--- config.mk ---
export PLATFORM = sky130hd
export DESIGN_NAME = button_press_array_flat
export DESIGN_NICKNAME = d
export VERILOG_FILES = /design/src/rtl/button_pkg.sv /design/src/rtl/button_press_array_if.sv /design/src/rtl/button_channel.sv /design/src/rtl/button_press_array.sv /design/src/flat_wrapper.sv
export SDC_FILE = /design/constraint.sdc
export NUM_CORES = 1
export LEC_CHECK = 0
export CAP_MARGIN = 5
export CORE_MARGIN = 5
export CORE_UTILIZATION = 35
export CTS_CLUSTER_SIZE = 24
export DETAILED_ROUTE_END_ITERATION = 8
export SLEW_MARGIN = 10
export SYNTH_ARGS = -nofsm -noshare
export SYNTH_HDL_FRONTEND = slang
export SYNTH_HIERARCHICAL = 1
export SYNTH_SLANG_ARGS = --single-unit
--- constraint.sdc ---
create_clock -name clk -period 2.9 [get_ports clk]
set_clock_uncertainty 0.1 [all_clocks]
set_input_delay 0.58 -clock clk [delete_from_list [all_inputs] [get_ports clk]]
set_output_delay 0.58 -clock clk [all_outputs]
set_load 0.1 [all_outputs]
--- src/rtl/button_pkg.sv ---
// Shared types and helpers for the push-button front end.
package button_pkg;

    typedef enum logic [2:0] {
        ST_IDLE        = 3'd0,
        ST_DEB_PRESS   = 3'd1,
        ST_HELD        = 3'd2,
        ST_LONG        = 3'd3,
        ST_DEB_RELEASE = 3'd4
    } state_e;

    // Width holding the largest terminal count without wrapping.
    function automatic int unsigned cnt_width(input int unsigned a,
                                              input int unsigned b,
                                              input int unsigned c);
        int unsigned m;
        m = a;
        if (b > m) m = b;
        if (c > m) m = c;
        return $clog2(m + 1);
    endfunction

endpackage

--- src/rtl/button_press_array_if.sv ---
// Pin-side bundle of the button array: shared strobe, raw inputs and event outputs.
interface button_press_array_if #(
    parameter int unsigned CHANNELS = 4
);
    logic                tick_en;
    logic [CHANNELS-1:0] repeat_en;
    logic [CHANNELS-1:0] button_in;
    logic [CHANNELS-1:0] pressed;
    logic [CHANNELS-1:0] press_pulse;
    logic [CHANNELS-1:0] release_pulse;
    logic [CHANNELS-1:0] long_pulse;
    logic [CHANNELS-1:0] repeat_pulse;

    modport master (
        output tick_en, repeat_en, button_in,
        input  pressed, press_pulse, release_pulse, long_pulse, repeat_pulse
    );

    modport slave (
        input  tick_en, repeat_en, button_in,
        output pressed, press_pulse, release_pulse, long_pulse, repeat_pulse
    );
endinterface

--- src/rtl/button_channel.sv ---
// One button: synchroniser, debounce/long/repeat FSM and registered event outputs.
module button_channel
    import button_pkg::*;
#(
    parameter int unsigned SYNC_STAGES    = 2,
    parameter int unsigned DEBOUNCE_TICKS = 4,
    parameter int unsigned LONG_TICKS     = 200,
    parameter int unsigned REPEAT_TICKS   = 50
) (
    input  logic clk,
    input  logic reset,
    input  logic tick_en,
    input  logic repeat_en,
    input  logic btn,
    output logic pressed,
    output logic press_pulse,
    output logic release_pulse,
    output logic long_pulse,
    output logic repeat_pulse
);

    localparam int unsigned CW = cnt_width(DEBOUNCE_TICKS, LONG_TICKS, REPEAT_TICKS);
    localparam logic [CW-1:0] DEB_MAX  = CW'(DEBOUNCE_TICKS);
    localparam logic [CW-1:0] LONG_MAX = CW'(LONG_TICKS);
    localparam logic [CW-1:0] REP_MAX  = CW'(REPEAT_TICKS);

    logic [SYNC_STAGES-1:0] sync_q, sync_d;
    state_e                 state_q, state_d;
    logic [CW-1:0]          cnt_q, cnt_d, cnt_inc;
    logic                   from_long_q, from_long_d;
    logic                   pressed_q, pressed_d;
    logic                   press_q, press_d;
    logic                   release_q, release_d;
    logic                   long_q, long_d;
    logic                   repeat_q, repeat_d;
    logic                   s;

    assign s = sync_q[SYNC_STAGES-1];

    // A level change on s takes priority over a coincident tick.
    always_comb begin
        sync_d      = {sync_q[SYNC_STAGES-2:0], btn};
        state_d     = state_q;
        cnt_d       = cnt_q;
        from_long_d = from_long_q;
        press_d     = 1'b0;
        release_d   = 1'b0;
        long_d      = 1'b0;
        repeat_d    = 1'b0;
        cnt_inc     = cnt_q + CW'(1);
        case (state_q)
            ST_IDLE: begin
                if (s) begin
                    state_d = ST_DEB_PRESS;
                    cnt_d   = '0;
                end
            end
            ST_DEB_PRESS: begin
                if (!s) begin
                    state_d = ST_IDLE;
                    cnt_d   = '0;
                end else if (tick_en) begin
                    if (cnt_inc == DEB_MAX) begin
                        state_d     = ST_HELD;
                        press_d     = 1'b1;
                        cnt_d       = '0;
                        from_long_d = 1'b0;
                    end else begin
                        cnt_d = cnt_inc;
                    end
                end
            end
            ST_HELD: begin
                if (!s) begin
                    state_d     = ST_DEB_RELEASE;
                    cnt_d       = '0;
                    from_long_d = 1'b0;
                end else if (tick_en) begin
                    if (cnt_inc == LONG_MAX) begin
                        state_d = ST_LONG;
                        long_d  = 1'b1;
                        cnt_d   = '0;
                    end else begin
                        cnt_d = cnt_inc;
                    end
                end
            end
            ST_LONG: begin
                if (!s) begin
                    state_d     = ST_DEB_RELEASE;
                    cnt_d       = '0;
                    from_long_d = 1'b1;
                end else if (!repeat_en) begin
                    cnt_d = '0;
                end else if (tick_en) begin
                    if (cnt_inc == REP_MAX) begin
                        repeat_d = 1'b1;
                        cnt_d    = '0;
                    end else begin
                        cnt_d = cnt_inc;
                    end
                end
            end
            ST_DEB_RELEASE: begin
                // Bounce back resumes the prior hold state; long press stays consumed.
                if (s) begin
                    state_d = from_long_q ? ST_LONG : ST_HELD;
                    cnt_d   = '0;
                end else if (tick_en) begin
                    if (cnt_inc == DEB_MAX) begin
                        state_d   = ST_IDLE;
                        release_d = 1'b1;
                        cnt_d     = '0;
                    end else begin
                        cnt_d = cnt_inc;
                    end
                end
            end
            default: begin
                state_d = ST_IDLE;
                cnt_d   = '0;
            end
        endcase
        pressed_d = (state_d == ST_HELD) || (state_d == ST_LONG) ||
                    (state_d == ST_DEB_RELEASE);
    end

    always_ff @(posedge clk or negedge reset) begin
        if (!reset) begin
            sync_q      <= '0;
            state_q     <= ST_IDLE;
            cnt_q       <= '0;
            from_long_q <= 1'b0;
            pressed_q   <= 1'b0;
            press_q     <= 1'b0;
            release_q   <= 1'b0;
            long_q      <= 1'b0;
            repeat_q    <= 1'b0;
        end else begin
            sync_q      <= sync_d;
            state_q     <= state_d;
            cnt_q       <= cnt_d;
            from_long_q <= from_long_d;
            pressed_q   <= pressed_d;
            press_q     <= press_d;
            release_q   <= release_d;
            long_q      <= long_d;
            repeat_q    <= repeat_d;
        end
    end

    assign pressed       = pressed_q;
    assign press_pulse   = press_q;
    assign release_pulse = release_q;
    assign long_pulse    = long_q;
    assign repeat_pulse  = repeat_q;

endmodule

--- src/rtl/button_press_array.sv ---
// Array of independent button channels sharing clk and the tick strobe.
module button_press_array
    import button_pkg::*;
#(
    parameter int unsigned CHANNELS          = 4,
    parameter int unsigned SYNC_STAGES       = 2,
    parameter int unsigned DEBOUNCE_TICKS    = 4,
    parameter int unsigned LONG_TICKS        = 200,
    parameter int unsigned REPEAT_TICKS      = 50,
    parameter bit          BUTTON_ACTIVE_LOW = 1'b0
) (
    input  logic                 clk,
    input  logic                 reset,
    button_press_array_if.slave  bus
);

    logic [CHANNELS-1:0] btn_n;

    always_comb begin
        btn_n = BUTTON_ACTIVE_LOW ? ~bus.button_in : bus.button_in;
    end

    for (genvar i = 0; i < CHANNELS; i++) begin : g_ch
        button_channel #(
            .SYNC_STAGES    (SYNC_STAGES),
            .DEBOUNCE_TICKS (DEBOUNCE_TICKS),
            .LONG_TICKS     (LONG_TICKS),
            .REPEAT_TICKS   (REPEAT_TICKS)
        ) u_ch (
            .clk           (clk),
            .reset         (reset),
            .tick_en       (bus.tick_en),
            .repeat_en     (bus.repeat_en[i]),
            .btn           (btn_n[i]),
            .pressed       (bus.pressed[i]),
            .press_pulse   (bus.press_pulse[i]),
            .release_pulse (bus.release_pulse[i]),
            .long_pulse    (bus.long_pulse[i]),
            .repeat_pulse  (bus.repeat_pulse[i])
        );
    end

endmodule

--- src/flat_wrapper.sv ---
// flat-port wrapper written by rule: the top's interface ports become plain ports
module button_press_array_flat import button_pkg::*;
#(
    parameter int unsigned CHANNELS          = 4,
    parameter int unsigned SYNC_STAGES       = 2,
    parameter int unsigned DEBOUNCE_TICKS    = 4,
    parameter int unsigned LONG_TICKS        = 200,
    parameter int unsigned REPEAT_TICKS      = 50,
    parameter bit          BUTTON_ACTIVE_LOW = 1'b0
)
  (clk, reset, bus_tick_en, bus_repeat_en, bus_button_in, bus_pressed, bus_press_pulse, bus_release_pulse, bus_long_pulse, bus_repeat_pulse);
  button_press_array_if #(.CHANNELS(CHANNELS)) bus_i ();
  input  logic clk;
  input  logic reset;
  input wire logic [$bits(bus_i.tick_en)-1:0] bus_tick_en;
  input wire logic [$bits(bus_i.repeat_en)-1:0] bus_repeat_en;
  input wire logic [$bits(bus_i.button_in)-1:0] bus_button_in;
  output wire logic [$bits(bus_i.pressed)-1:0] bus_pressed;
  output wire logic [$bits(bus_i.press_pulse)-1:0] bus_press_pulse;
  output wire logic [$bits(bus_i.release_pulse)-1:0] bus_release_pulse;
  output wire logic [$bits(bus_i.long_pulse)-1:0] bus_long_pulse;
  output wire logic [$bits(bus_i.repeat_pulse)-1:0] bus_repeat_pulse;
  assign bus_i.tick_en = bus_tick_en;
  assign bus_i.repeat_en = bus_repeat_en;
  assign bus_i.button_in = bus_button_in;
  assign bus_pressed = bus_i.pressed;
  assign bus_press_pulse = bus_i.press_pulse;
  assign bus_release_pulse = bus_i.release_pulse;
  assign bus_long_pulse = bus_i.long_pulse;
  assign bus_repeat_pulse = bus_i.repeat_pulse;
  button_press_array #(.CHANNELS(CHANNELS), .SYNC_STAGES(SYNC_STAGES), .DEBOUNCE_TICKS(DEBOUNCE_TICKS), .LONG_TICKS(LONG_TICKS), .REPEAT_TICKS(REPEAT_TICKS), .BUTTON_ACTIVE_LOW(BUTTON_ACTIVE_LOW)) u_core (.clk(clk), .reset(reset), .bus(bus_i));
endmodule
==> run metrics <==
WL final=between 10 and 15 mm; Synth area leaders=dfrtp_1 35%, nand2_1 3.6%, nor2_1 2.8%, inv_1 2.3%, a21oi_1 2.0%; Power Total=approximately 2.6 mW; GR peak layer=met2; Tcrit/Tclk final=between 80% and 90%; fin nets=629; first-pass GRT wire length=about 22 mm; share of cells above drive strength 1=between 10% and 20%; Primary FF master, synth=dfrtp_1; DRC errors left=0; register area share after synthesis=around a third; Global Route Usage Sum=14.9%; cts hold-fix bufs=0; Synth Cell Area=between 5000 and 6000 um^2; post-CTS setup buffers=0; Setup crit end=u_core/g_ch[1].u_ch/cnt_q[3]; RSZ-0062 raised after global routing=no; GR Util met2=23.5%; core footprint=around 15,000 um^2; area of the die=18,100 um^2; commonest non-fill, non-tap cell in the layout=dfrtp_1; synthesis-to-finish area growth=10.8%; Port-buffer cells=30; reg2reg setup slack=roughly 0.38 ns; Avg Inst Size Synth=9.18 um^2; vias in the first global route=about 4,600; Initial DRT Pass Iterations=5; crit path kind=flip-flop to flip-flop; clock buffer depth=2; outcome=finished clean; R2R Path Start=u_core/g_ch[1].u_ch/cnt_q[0]; Placement Setup Slack=0.196 ns; clk sinks=76; Clk Latency, worst-skew pair=around 0.35 ns; startpoint types=flip-flop; Yosys Warn Count=6; Syn Inst Count=~600; ys async rst share=between 90% and 100%; number of max-cap violations=0; Post-DP HPWL=just under 9 mm; Num CTS Buffers=9; syn_nets=611; Largest Register=u_core/g_ch.u_ch/cnt_q; Chip Height=135 um; initial antenna violation count=0; biggest regs=u_core/g_ch.u_ch/cnt_q: 32 flops, u_core/g_ch.u_ch/state_q: 12 flops, u_core/g_ch.u_ch/sync_q: 8 flops; Starting Density=roughly 36%; vias per cell=5.65; reg2reg end=u_core/g_ch[1].u_ch/cnt_q[3]; Starting DRT DRC Count=about 310; Clock transition at path regs=0.06 ns; GR Layer Usage met1=19.3%; Final Hold Viols=0; Synth top area share=a little over a third; Slew @ Worst Pin=about 1 ns; Leak=approximately 2.5 nW; met3 Use GR=under 10%; Vias=around 4,500; Worst slew margin=between 30% and 40%; DR WL/cell=about 16 um; post_cts resized=0; routability cong.=around 0.88; Tmin final=roughly 2.5 ns; EDFF count, synth=0; clk root buf=clkbuf_16; final setup violation count=0; maximum fanout along the worst path=8; clock tree from TritonCTS=built; antenna viol nets, final=0; Synth area leader=dfrtp_1; Site Rows=45; H-Tree Depth=3; Peak Freq=396 MHz; CP startpoint=u_core/g_ch[1].u_ch/cnt_q[0]; fin. max-slew vios=0; HP Class=flip-flop to flip-flop; TNS Setup=0 ns; Cell variety after synth=82; #FFs+latches synth=76; Critical Path End Type=flip-flop; worst r2r path cells=6; ANT cells=0; most frequent cells in the layout=76 x dfrtp_1, 52 x nand2_1, 41 x nor2_1; largest net degree at the start of global routing=77; Die X=135 um; hold path cells=0; GRT overflow=0; max reg flops=32; Setup WS post-layout=approximately 0.38 ns; Ports=31; CP required=between 3 and 4 ns; cell area power density=between 400 and 500 nW/um^2; Worst EP arrival=between 2 and 3 ns; Util after Layout=between 30% and 40%; VDD IR max=roughly 0.29 mV
==> per-layer routing <==
metal  vias up  routed length (um)
met2        94                5960
met3        23                 579
li1       2228                   -
met5         -                   0
met1      2188                5980
met4         0                 331
==> power breakdown <==
part	total (mW)	switching [mW]	internal (mW)
Clock	1.02	0.447	0.569
Combinational	0.378	0.234	0.144
Sequential	1.21	0.105	1.11
Total	2.60	0.786	1.82
==> worst min-delay path by stage <==
stage | to | startpoint
2_1_floorplan | u_core/g_ch[0].u_ch/cnt_q[0] | reset
3_3_place_gp | u_core/g_ch[1].u_ch/sync_q[1] | u_core/g_ch[1].u_ch/sync_q[0]
3_5_place_dp | u_core/g_ch[1].u_ch/sync_q[1] | u_core/g_ch[1].u_ch/sync_q[0]
4_1_cts | u_core/g_ch[0].u_ch/sync_q[1] | u_core/g_ch[0].u_ch/sync_q[0]
5_1_grt | u_core/g_ch[0].u_ch/sync_q[1] | u_core/g_ch[0].u_ch/sync_q[0]
6_report | u_core/g_ch[1].u_ch/sync_q[1] | u_core/g_ch[1].u_ch/sync_q[0]
==> stage by stage <==
step | cell area, um^2 | std cells | hold WS (ns)
floorplan | 5430 | 592 | 0.184
global placement | 5760 | 787 | 0.233
detailed placement | 5760 | 787 | 0.235
CTS | 6020 | 802 | 0.249
global route | 6020 | 802 | 0.258
finish | 6020 | 802 | 0.248
==> worst max-delay path, stage by stage (launching register included) <==
cell     delay [ns]
dfrtp_1        0.51
ha_1           0.33
or2b_1         0.27
or3b_1         0.42
o31ai_4        0.35
a21oi_1        0.17
o221a_2        0.26
==> area by class of cell <==
type,count,area [um^2]
clock inverter,5,30.0
sequential,76,1900
tap,188,235
fill,1545,9180
timing repair buffer,36,305
multi-input combinational,453,3190
inverter,34,128
clock buffer,10,229
==> cells by family after synthesis <==
kind of cell	after synthesis	share of synthesized area, %
buffers and inverters	63	6.26
and+or+nand+nor	242	25.5
xor gates and xnor gates	23	4.12
AOI/OAI and AO/OA	179	27.0
adders and majority gates	8	1.84
muxes	1	0.276
DFF	76	35.0
==> Yosys cell counts, types with 4 or more instances <==
master     instances
ha_1               8
nand3b_1           4
nand3_1           19
o22ai_1            4
xnor2_1           11
a21o_1             6
buf_2             11
or3b_1             6
a32oi_1            4
nor3_1            18
o21ai_0           16
xor2_1             9
o21bai_1           5
a22oi_1            4
nand2b_1          13
dfrtp_1           76
a311oi_1           6
or3_1             11
a211oi_2           5
a31oi_1           12
a211oi_1           8
a21oi_1           22
a211o_1            4
nand2_1           52
and3_2             4
nand4_1           11
buf_6              9
buf_4              6
a21boi_0           7
nor4_1             9
a21oi_2            5
and2_1             9
o2bb2ai_1          6
o21a_1             4
and3_1             6
o31a_1             7
nor2b_1            8
nor2_1            41
o21ai_1            7
inv_1             34
No activity file was read; power rests on OpenSTA's default activity.
